## src/rtl/wb_cfg_stream_loader.sv

```systemverilog
// Wishbone-fed eFPGA bitstream loader: FIFO-buffered words shifted MSB-first onto the config chain.
// Optional CRC-16/CCITT over the shifted bits is built when CFG_CRC_EN is defined.
module wb_cfg_stream_loader #(
  parameter int          FIFO_DEPTH = 16,
  parameter logic [31:0] BASE_ADDR  = 32'h3000_0000,
  parameter int          BIT_DIV    = 1
) (
  input  logic        wb_clk_i,
  input  logic        wb_rst_n_i,
  input  logic        wbs_stb_i,
  input  logic        wbs_cyc_i,
  input  logic        wbs_we_i,
  input  logic [31:0] wbs_adr_i,
  input  logic [31:0] wbs_dat_i,
  output logic        wbs_ack_o,
  output logic [31:0] wbs_dat_o,
  output logic        cfg_sdo,
  output logic        cfg_sen,
  output logic        cfg_latch,
  output logic        cfg_done
);
  localparam int AW = (FIFO_DEPTH > 1) ? $clog2(FIFO_DEPTH) : 1;
  localparam int DW = (BIT_DIV > 1) ? $clog2(BIT_DIV) : 1;

  typedef enum logic [1:0] {S_IDLE, S_WAIT, S_SHIFT, S_LATCH} state_t;

  state_t        state_q, state_d;
  logic          ack_q, ack_d, wr_q, wr_d;
  logic [31:0]   rdat_q, rdat_d;
  logic [2:0]    off_q;
  logic [31:0]   wdat_q;
  logic [AW:0]   wptr_q, wptr_d, rptr_q, rptr_d;
  logic [31:0]   mem [FIFO_DEPTH];
  logic [31:0]   sr_q, sr_d;
  logic [4:0]    bit_cnt_q, bit_cnt_d;
  logic [DW-1:0] div_cnt_q, div_cnt_d;
  logic          sdo_q, sdo_d, sen_q, sen_d, latch_q, latch_d, done_q, done_d;
  logic          ovf_q, ovf_d, end_req_q, end_req_d;
  logic [15:0]   word_cnt_q, word_cnt_d;
  logic [15:0]   crc_q, crc_d;

  logic          sel, req, do_wr, start, abort, end_wr, push_req, push_ok, pop;
  logic          empty, full;
  logic [AW:0]   level;
  logic [31:0]   level32, stat, crc_rd, head;
  logic          unused_adr_bits;

  function automatic logic [15:0] crc_step(input logic [15:0] c, input logic b);
    logic fb;
    fb = c[15] ^ b;
    return {c[14:0], 1'b0} ^ (fb ? 16'h1021 : 16'h0000);
  endfunction

  assign unused_adr_bits = ^wbs_adr_i[1:0];

  always_comb begin
    sel      = (wbs_adr_i[31:5] == BASE_ADDR[31:5]);
    req      = sel & wbs_stb_i & wbs_cyc_i & ~ack_q;
    level    = wptr_q - rptr_q;
    level32  = 32'(level);
    empty    = (level == '0);
    full     = (level == (AW+1)'(FIFO_DEPTH));
    head     = mem[rptr_q[AW-1:0]];
`ifdef CFG_CRC_EN
    crc_rd   = {16'h0, crc_q};
`else
    crc_rd   = 32'h0;
`endif
    stat     = {16'h0, level32[7:0], 3'b0, ovf_q, done_q, empty, full, (state_q != S_IDLE)};

    // Writes captured on the request cycle take effect on the ack cycle.
    do_wr    = ack_q & wr_q;
    start    = do_wr & (off_q == 3'd0) & wdat_q[0];
    abort    = do_wr & (off_q == 3'd0) & wdat_q[1];
    end_wr   = do_wr & (off_q == 3'd0) & wdat_q[2];
    push_req = do_wr & (off_q == 3'd2);
    pop      = (state_q == S_WAIT) & ~empty;
    push_ok  = push_req & (~full | pop);

    ack_d    = req;
    wr_d     = req & wbs_we_i;
    rdat_d   = 32'h0;
    if (req && !wbs_we_i) begin
      case (wbs_adr_i[4:2])
        3'd1:    rdat_d = stat;
        3'd3:    rdat_d = {16'h0, word_cnt_q};
        3'd4:    rdat_d = crc_rd;
        default: rdat_d = 32'h0;
      endcase
    end

    state_d    = state_q;
    sr_d       = sr_q;
    bit_cnt_d  = bit_cnt_q;
    div_cnt_d  = div_cnt_q;
    sdo_d      = sdo_q;
    sen_d      = sen_q;
    latch_d    = 1'b0;
    done_d     = done_q;
    ovf_d      = ovf_q | (push_req & full & ~pop);
    end_req_d  = end_req_q;
    word_cnt_d = word_cnt_q;
    crc_d      = crc_q;
    wptr_d     = wptr_q + (AW+1)'(push_ok);
    rptr_d     = rptr_q + (AW+1)'(pop);

    case (state_q)
      S_IDLE: begin
        if (start) begin
          state_d    = S_WAIT;
          word_cnt_d = 16'h0;
          ovf_d      = 1'b0;
          end_req_d  = 1'b0;
          done_d     = 1'b0;
          crc_d      = 16'hFFFF;
        end
      end
      S_WAIT: begin
        if (pop) begin
          state_d   = S_SHIFT;
          sr_d      = head;
          sdo_d     = head[31];
          sen_d     = 1'b1;
          bit_cnt_d = 5'd0;
          div_cnt_d = '0;
        end else if (end_req_q) begin
          state_d   = S_IDLE;
          done_d    = 1'b1;
          end_req_d = 1'b0;
        end
      end
      S_SHIFT: begin
        if (div_cnt_q == DW'(BIT_DIV - 1)) begin
          div_cnt_d = '0;
          crc_d     = crc_step(crc_q, sdo_q);
          if (bit_cnt_q == 5'd31) begin
            state_d = S_LATCH;
            sen_d   = 1'b0;
            sdo_d   = 1'b0;
            latch_d = 1'b1;
          end else begin
            bit_cnt_d = bit_cnt_q + 5'd1;
            sr_d      = {sr_q[30:0], 1'b0};
            sdo_d     = sr_q[30];
          end
        end else begin
          div_cnt_d = div_cnt_q + DW'(1);
        end
      end
      S_LATCH: begin
        state_d    = S_WAIT;
        word_cnt_d = word_cnt_q + 16'd1;
      end
      default: state_d = S_IDLE;
    endcase

    if (end_wr) end_req_d = 1'b1;

    // Abort overrides everything, including a START in the same write.
    if (abort) begin
      state_d   = S_IDLE;
      sen_d     = 1'b0;
      sdo_d     = 1'b0;
      latch_d   = 1'b0;
      end_req_d = 1'b0;
      done_d    = done_q;
      rptr_d    = wptr_q;
    end
  end

  always_ff @(posedge wb_clk_i) begin
    if (!wb_rst_n_i) begin
      state_q    <= S_IDLE;
      ack_q      <= 1'b0;
      wr_q       <= 1'b0;
      rdat_q     <= 32'h0;
      wptr_q     <= '0;
      rptr_q     <= '0;
      bit_cnt_q  <= 5'd0;
      div_cnt_q  <= '0;
      sdo_q      <= 1'b0;
      sen_q      <= 1'b0;
      latch_q    <= 1'b0;
      done_q     <= 1'b0;
      ovf_q      <= 1'b0;
      end_req_q  <= 1'b0;
      word_cnt_q <= 16'h0;
      crc_q      <= 16'hFFFF;
    end else begin
      state_q    <= state_d;
      ack_q      <= ack_d;
      wr_q       <= wr_d;
      rdat_q     <= rdat_d;
      wptr_q     <= wptr_d;
      rptr_q     <= rptr_d;
      bit_cnt_q  <= bit_cnt_d;
      div_cnt_q  <= div_cnt_d;
      sdo_q      <= sdo_d;
      sen_q      <= sen_d;
      latch_q    <= latch_d;
      done_q     <= done_d;
      ovf_q      <= ovf_d;
      end_req_q  <= end_req_d;
      word_cnt_q <= word_cnt_d;
      crc_q      <= crc_d;
    end
  end

  // Datapath storage carries no reset; control flops above qualify it.
  always_ff @(posedge wb_clk_i) begin
    sr_q <= sr_d;
    if (req) begin
      off_q  <= wbs_adr_i[4:2];
      wdat_q <= wbs_dat_i;
    end
    if (push_ok) mem[wptr_q[AW-1:0]] <= wdat_q;
  end

  assign wbs_ack_o = ack_q;
  assign wbs_dat_o = rdat_q;
  assign cfg_sdo   = sdo_q;
  assign cfg_sen   = sen_q;
  assign cfg_latch = latch_q;
  assign cfg_done  = done_q;
endmodule

```

## config.mk

```make
export PLATFORM = sky130hd
export DESIGN_NAME = wb_cfg_stream_loader
export DESIGN_NICKNAME = d
export VERILOG_FILES = /design/src/rtl/wb_cfg_stream_loader.sv
export SDC_FILE = /design/constraint.sdc
export NUM_CORES = 1
export LEC_CHECK = 0
export ABC_AREA = 1
export CORE_ASPECT_RATIO = 1.1
export CORE_MARGIN = 2
export CORE_UTILIZATION = 30
export DETAILED_ROUTE_END_ITERATION = 7
export PLACE_DENSITY = 0.53
export SLEW_MARGIN = 15
export SYNTH_ARGS = -nofsm -noshare
export SYNTH_HDL_FRONTEND = slang
export SYNTH_SLANG_ARGS = --single-unit
```

## constraint.sdc

```tcl
create_clock -name wb_clk_i -period 5.55 [get_ports wb_clk_i]
set_clock_uncertainty 0.15 [all_clocks]
set_input_delay 1.11 -clock wb_clk_i [delete_from_list [all_inputs] [get_ports wb_clk_i]]
set_output_delay 1.11 -clock wb_clk_i [all_outputs]
set_load 0.1 [all_outputs]
```

==> results.cfg <==
[outcome]
status = finished, final reports clean

[pwr]
vdd_ir_drop_max_mv = 0.2138
leakage_nw = 9.738
power.density_mw_per_mm2 = 328.7
power_mw = 9.684

[critical_path]
reg2reg_slack_ns = 1.55
reg2reg_depth = 11
critPathSlowestCell = nor2_4
r2r_start = wptr_q[0]
crit_path_max_fanout = 20
r2r-end = mem[4][13]
cp.arrival_ns = 4.14
cpLargestDelayFamily = simple AND/OR/NAND/NOR gates
cp_common_cell = nor2_2
critPathMaxStageDelay_ns = 0.83
setup.worst_path.start_class = flip-flop
cp_data_required_time_ns = 5.69
cp_num_buf_inv = 2
crit_type = reg -> reg
endpoint_kind = flip-flop
crit_chain = inv_1, ha_1, fa_1, xnor2_1, nor2_2, nand2_1, nor2_2, a21oi_4, nand3_1, nor2_4, buf_4

[drt]
drc = 0
vias = 16229
routed_via_density = 5.006
ant_nets = 0
dr.pass1.iters = 5
routed_wl_um = 64420
avgRoutedWirePerCell_um = 19.87
drt_first_iter_violations = 1113

[clock_network]
cts_tree = yes
numClockSinks = 635
clock_latency_ns = 0.61
cts_root_buffer = clkbuf_16
cts_buffer_depth = 3
cts.reportedPaths.clkPinSlew_ns = 0.06
htree_levels = 3
ctsHoldBuffers = 0
cts_repair_resize_count = 0
cts_made_buffers = 70
post_cts.repair.setup_buffers = 0

[synth]
yosysUniqueCellTypes = 43
ys_ff_latch = 635
seq_area_frac_synth_pct = 73.21
synth_top_flop_cell = edfxtp_1
syn_avg_cell_area_um2 = 12.43
synthCells = 2033
synth_area_leader_cell = edfxtp_1
synth-edff-count = 578
async_flop_share_pct = 0
synth.area.top_cells = edfxtp_1 69%, nor2_1 5.9%, o21ai_0 5.4%
synth.cell_area_mm2 = 0.02527
synth_top_area_share_pct = 68.69
yosysWarningCount = 0

[global_route]
grt_max_degree = 107
grt_overflow = 0
grt_first_pass_wirelength_um = 98750
antenna_found_initial = 0
gr-usage-all-layers_pct = 15.02
grt_pass1_vias = 16646

[sta]
max-slew-margin-rel_pct = 22.49
final_max_slew_viol_count = 0
fin_crit_sh_pct = 72.15
final-hold-violation-count = 0
rsz0062_at_grt = no
setup_viol = 0
tns_ns = 0
min_period_ns = 4.004
fmax_mhz = 249.7
tightest_slew_ns = 1.161

[hold_path]
hold_path_class = reg -> reg
min_from = end_req_q
hold_depth = 2
holdPathEnd = end_req_q

[place]
globalplace.congestion = 0.8121
postPlaceCellArea_mm2 = 0.02728
port_buffers = 87
dp_hpwl_um = 35430

[floorplan]
dieWidth_um = 280.7
pin_count = 106
coreArea_mm2 = 0.08333
row_count = 111
die_h_um = 308.4
start_util_pct = 30.32
dieArea_mm2 = 0.08657

[run]
drv_cap = 0

[cells_and_area]
syn2layout_area_growth_pct = 16.58
postLayoutCellArea_mm2 = 0.02946
layout-drive-gt1-share_pct = 7.515
fill_cells = 8035
diodes = 0
fin_nets = 2202
-- flip-flops by register name, indices dropped and copies added, names as in the netlist --
register / flops
sr_q: 31
wbs_ack_o: 1
end_req_q: 1
wdat_q: 32
rptr_q: 5
cfg_latch: 1
ovf_q: 1
cfg_done: 1
wptr_q: 5
state_q: 2
mem: 512
wbs_dat_o: 16
wr_q: 1
cfg_sen: 1
cfg_sdo: 1
off_q: 3
bit_cnt_q: 5
word_cnt_q: 16
-- cells in the final DEF, fill, tap and decap left out, types with 36 or more instances in the layout --
cell type and n:
a21oi_1 91, buf_4 36, clkbuf_16 71, clkdlybuf4s50_1 87
dfxtp_1 54, edfxtp_1 578, inv_1 67, nand2_1 175
nand3_1 61, nor2_1 377, o21ai_0 272, o221ai_1 55
o22ai_1 41
-- Yosys cell counts (2+ instances only) --
cell / instances
o21ai_1: 21
inv_1: 70
buf_1: 3
clkinv_1: 2
buf_6: 7
o21ai_0: 272
o211ai_1: 7
a21oi_1: 91
nand4_1: 14
nor3_1: 17
buf_2: 29
nor2_2: 3
xor2_1: 4
a211oi_1: 4
xnor2_1: 3
nand2_1: 175
nand2_2: 2
nor2_1: 395
ha_1: 16
buf_4: 25
nand3_1: 61
clkbuf_1: 61
o22ai_1: 41
o221ai_1: 55
a22oi_1: 4
edfxtp_1: 578
dfxtp_1: 57
-- worst max-delay path by stage --
stage,cells past startpoint,start,end,slack (ns)
finish,11,wptr_q[0],mem[4][13],1.55
detailed placement,11,wptr_q[0],mem[7][12],1.51
floorplan,12,rptr_q[2],mem[4][0],1.58
global placement,11,wptr_q[0],mem[7][14],1.56
global route,7,rptr_q[0],sr_q[22],1.24
CTS,11,wptr_q[0],mem[9][3],1.49
-- stage by stage --
stage	utilization [%]	setup WS [ns]	std cells	hold WS (ns)
2_1_floorplan	-	1.577	2048	0.2988
3_3_place_gp	32.74	1.561	3117	0.3189
3_5_place_dp	32.74	1.509	3117	0.3287
4_1_cts	35.35	1.493	3242	0.3376
5_1_grt	35.35	1.245	3242	0.3611
6_report	35.35	1.546	3242	0.3400
-- worst min-delay path: cells and delay by family, from the launching register on --
family           cells  cell delay (ns)
AO/OA/AOI/OAI        1             0.05
AND/OR/NAND/NOR      1             0.07
flip-flops           1             0.32
-- per-layer routing --
metal	GRT usage [%]	vias up	share of wire (%)
met1	19.30	8135	43
met3	2.462	91	5.1
met4	4.514	0	2.1
met2	25.93	472	49
li1	-	7531	-
met5	0	-	0
-- report_power, final --
| group | internal [mW] | switching [mW] | total (mW) |
|---|---|---|---|
| combinational | 0.0439 | 0.0658 | 0.110 |
| clock | 2.60 | 1.84 | 4.43 |
| sequential | 5.14 | 0.00000000592 | 5.14 |
-- area by class of cell --
type | count | area (µm²) | share of cell area [%]
Timing Repair Buffer | 124 | 1161 | 3.942
Clock inverter | 33 | 317.8 | 1.079
Tap cell | 1073 | 1343 | 4.557
Sequential cell | 635 | 18510 | 62.82
Clock buffer | 92 | 1856 | 6.299
Inverter | 72 | 275.3 | 0.9344
Multi-Input combinational cell | 1213 | 6000 | 20.37
-- cells by family (layout without fill, tap and decap cells) --
| kind of cell | Yosys count | after routing | synth area share, % |
|---|---|---|---|
| and+or+nand+nor | 673 | 673 | 10.68 |
| buffers and inverters | 200 | 321 | 3.808 |
| adders and majority gates | 17 | 17 | 0.8715 |
| other | 1 | 16 | 0.01484 |
| xor gates and xnor gates | 7 | 7 | 0.2426 |
| DFF | 635 | 635 | 73.21 |
| AOI/OAI and AO/OA | 500 | 500 | 11.18 |
Note: power is estimated with default switching activity, not from simulation.
==> RTL change (config.mk and constraints unchanged) <==
Build with the macro `CFG_CRC_EN` defined.
--- a/src/rtl/wb_cfg_stream_loader.sv
+++ b/src/rtl/wb_cfg_stream_loader.sv
@@ -1,4 +1,6 @@
 // Wishbone-fed eFPGA bitstream loader: FIFO-buffered words shifted MSB-first onto the config chain.
 // Optional CRC-16/CCITT over the shifted bits is built when CFG_CRC_EN is defined.
+`define CFG_CRC_EN
+
 module wb_cfg_stream_loader #(
   parameter int          FIFO_DEPTH = 16,
Formal check against the unedited RTL: not equivalent (Yosys sat finds a counterexample within 4 cycles, from zero or initial values and one cycle with wb_rst_n_i low).
==> RTL change against the original RTL <==
- worst setup slack improved by 0.13 ns
- critical path type unchanged
- first-iteration DRC count grew 14%
- power grew 2.2%
- area after synthesis rose by 2.5%
- wire length increased by 5.3%
- critical endpoint is now mem[8][25]
- sequential cell count rose by 16
- clock power rose by 2%
- design area is 2.7% higher
==> RTL change: results (changes against the original RTL) <==
met2 WL post-DR=34.01 mm (+6.8%); vias in the first global route=16570 (-0.44%); Ys Warns=0 (unchanged); count of multi-input gates=1250 (+3.1%); maximum VDD drop=0.1852 mV (-13%); CP arrival=3.98 ns (-0.16 ns); RD Place Congestion=0.8143 (+0.27%); min Tclk post-route=3.879 ns (-0.1254 ns); Least-Margin Pin Slew=1.006 ns (-0.1554 ns); Hold Slack=0.3238 ns (-0.01628 ns); outcome=finished clean; Largest register FFs=512 (unchanged); post-DP HPWL=38.90 mm (+9.8%); largest net degree at the start of global routing=170 (+59%); Yosys cell types=42 (-2.3%); synth top area cells=edfxtp_1 67%, dfxtp_1 5.6%, nor2_1 4.7%; CP Max Fanout=19 (-5.0%); met3 global-route usage=2.182% (-0.28 points); Core ar.=0.08596 sq mm (+3.2%); M1 WL=28.56 mm (+2.2%); Main synth FF type=edfxtp_1; Syn Area/Cell=12.28 sq um (-1.2%); Adder-Cell Fraction of Synth Area=0.8500% (-0.021 points); vias per cell=4.949 (-1.1%); placed inst area=0.02806 sq mm (+2.8%); GR Layer Usage met1=18.80% (-0.50 points); Inverters=84 (+17%); multi-input combinational area share=20.65% (+0.28 points); Internal=7.952 mW (+2.2%); Hold WC Path Type=reg2reg; crit-path max cell delay=0.60 ns (-0.23 ns); leakage power=10.08 nW (+3.5%); P_clk=4.52 mW (+2%); layout cells sized above 1=7.875% (+0.36 points); pre-CTS setup slack=1.731 ns (+0.2223 ns); Data buffer area share=4.052% (+0.11 points); nonclk buf count=131 (+5.6%); met3 wire len=3.260 mm (-1.6%); sequential share of the synthesized area=72.64% (-0.57 points); Seq cells=651 (+2.5%); clock-cell share of area=7.276% (-0.10 points); share of the synthesized area in compound gates (AO/OA/AOI/OAI)=10.97% (-0.20 points); drt initial violations=1267 (+14%); GRT Total Usage=14.99% (-0.031 points); Post-Route Utilization=35.21% (-0.15 points); cts bufs inserted=69 (-1.4%); register share of the cell area=62.21% (-0.61 points); Design Power=9.899 mW (+2.2%); clk_buf instances=77 (-16%); Layout Cells excl Fill=3385 (+4.4%); Setup crit end=mem[8][25]; met2 Use GR=26.01% (+0.076 points); xor-xnor portion of the synthesized cell area=0.3381% (+0.095 points); Synth top cells by count=578 x edfxtp_1, 322 x nor2_1, 241 x nand2_1
## RTL change: changes by cell type in the layout (fill, tap and decap cells not counted), sizes merged, moves of 7 or more
cell	unedited run	this run
a21oi	92	105
buf	37	44
clkbuf	92	77
dfxtp	57	73
inv	73	89
nand2	177	242
nand3	62	110
nor2	398	326
nor3	17	8
o211ai	7	14
o21ai	294	234
o22ai	41	79
## RTL change: worst max-delay path: cells and delay by family, from the launching register on
kind | cells | cell delay [ns]
flip-flops | 1 | 0.37
adder cells (fa/ha/maj) | 2 | 0.64
AND/OR/NAND/NOR | 5 | 1.17
XOR/XNOR | 1 | 0.35
AO/OA/AOI/OAI | 1 | 0.20
buffers and inverters | 2 | 0.61
## RTL change: worst min-delay path by stage
stage	from	depth (start not counted)	to
2_1_floorplan	ovf_q	2	ovf_q
3_3_place_gp	end_req_q	2	end_req_q
3_5_place_dp	end_req_q	2	end_req_q
4_1_cts	end_req_q	2	end_req_q
5_1_grt	bit_cnt_q[4]	2	bit_cnt_q[4]
6_report	end_req_q	2	end_req_q
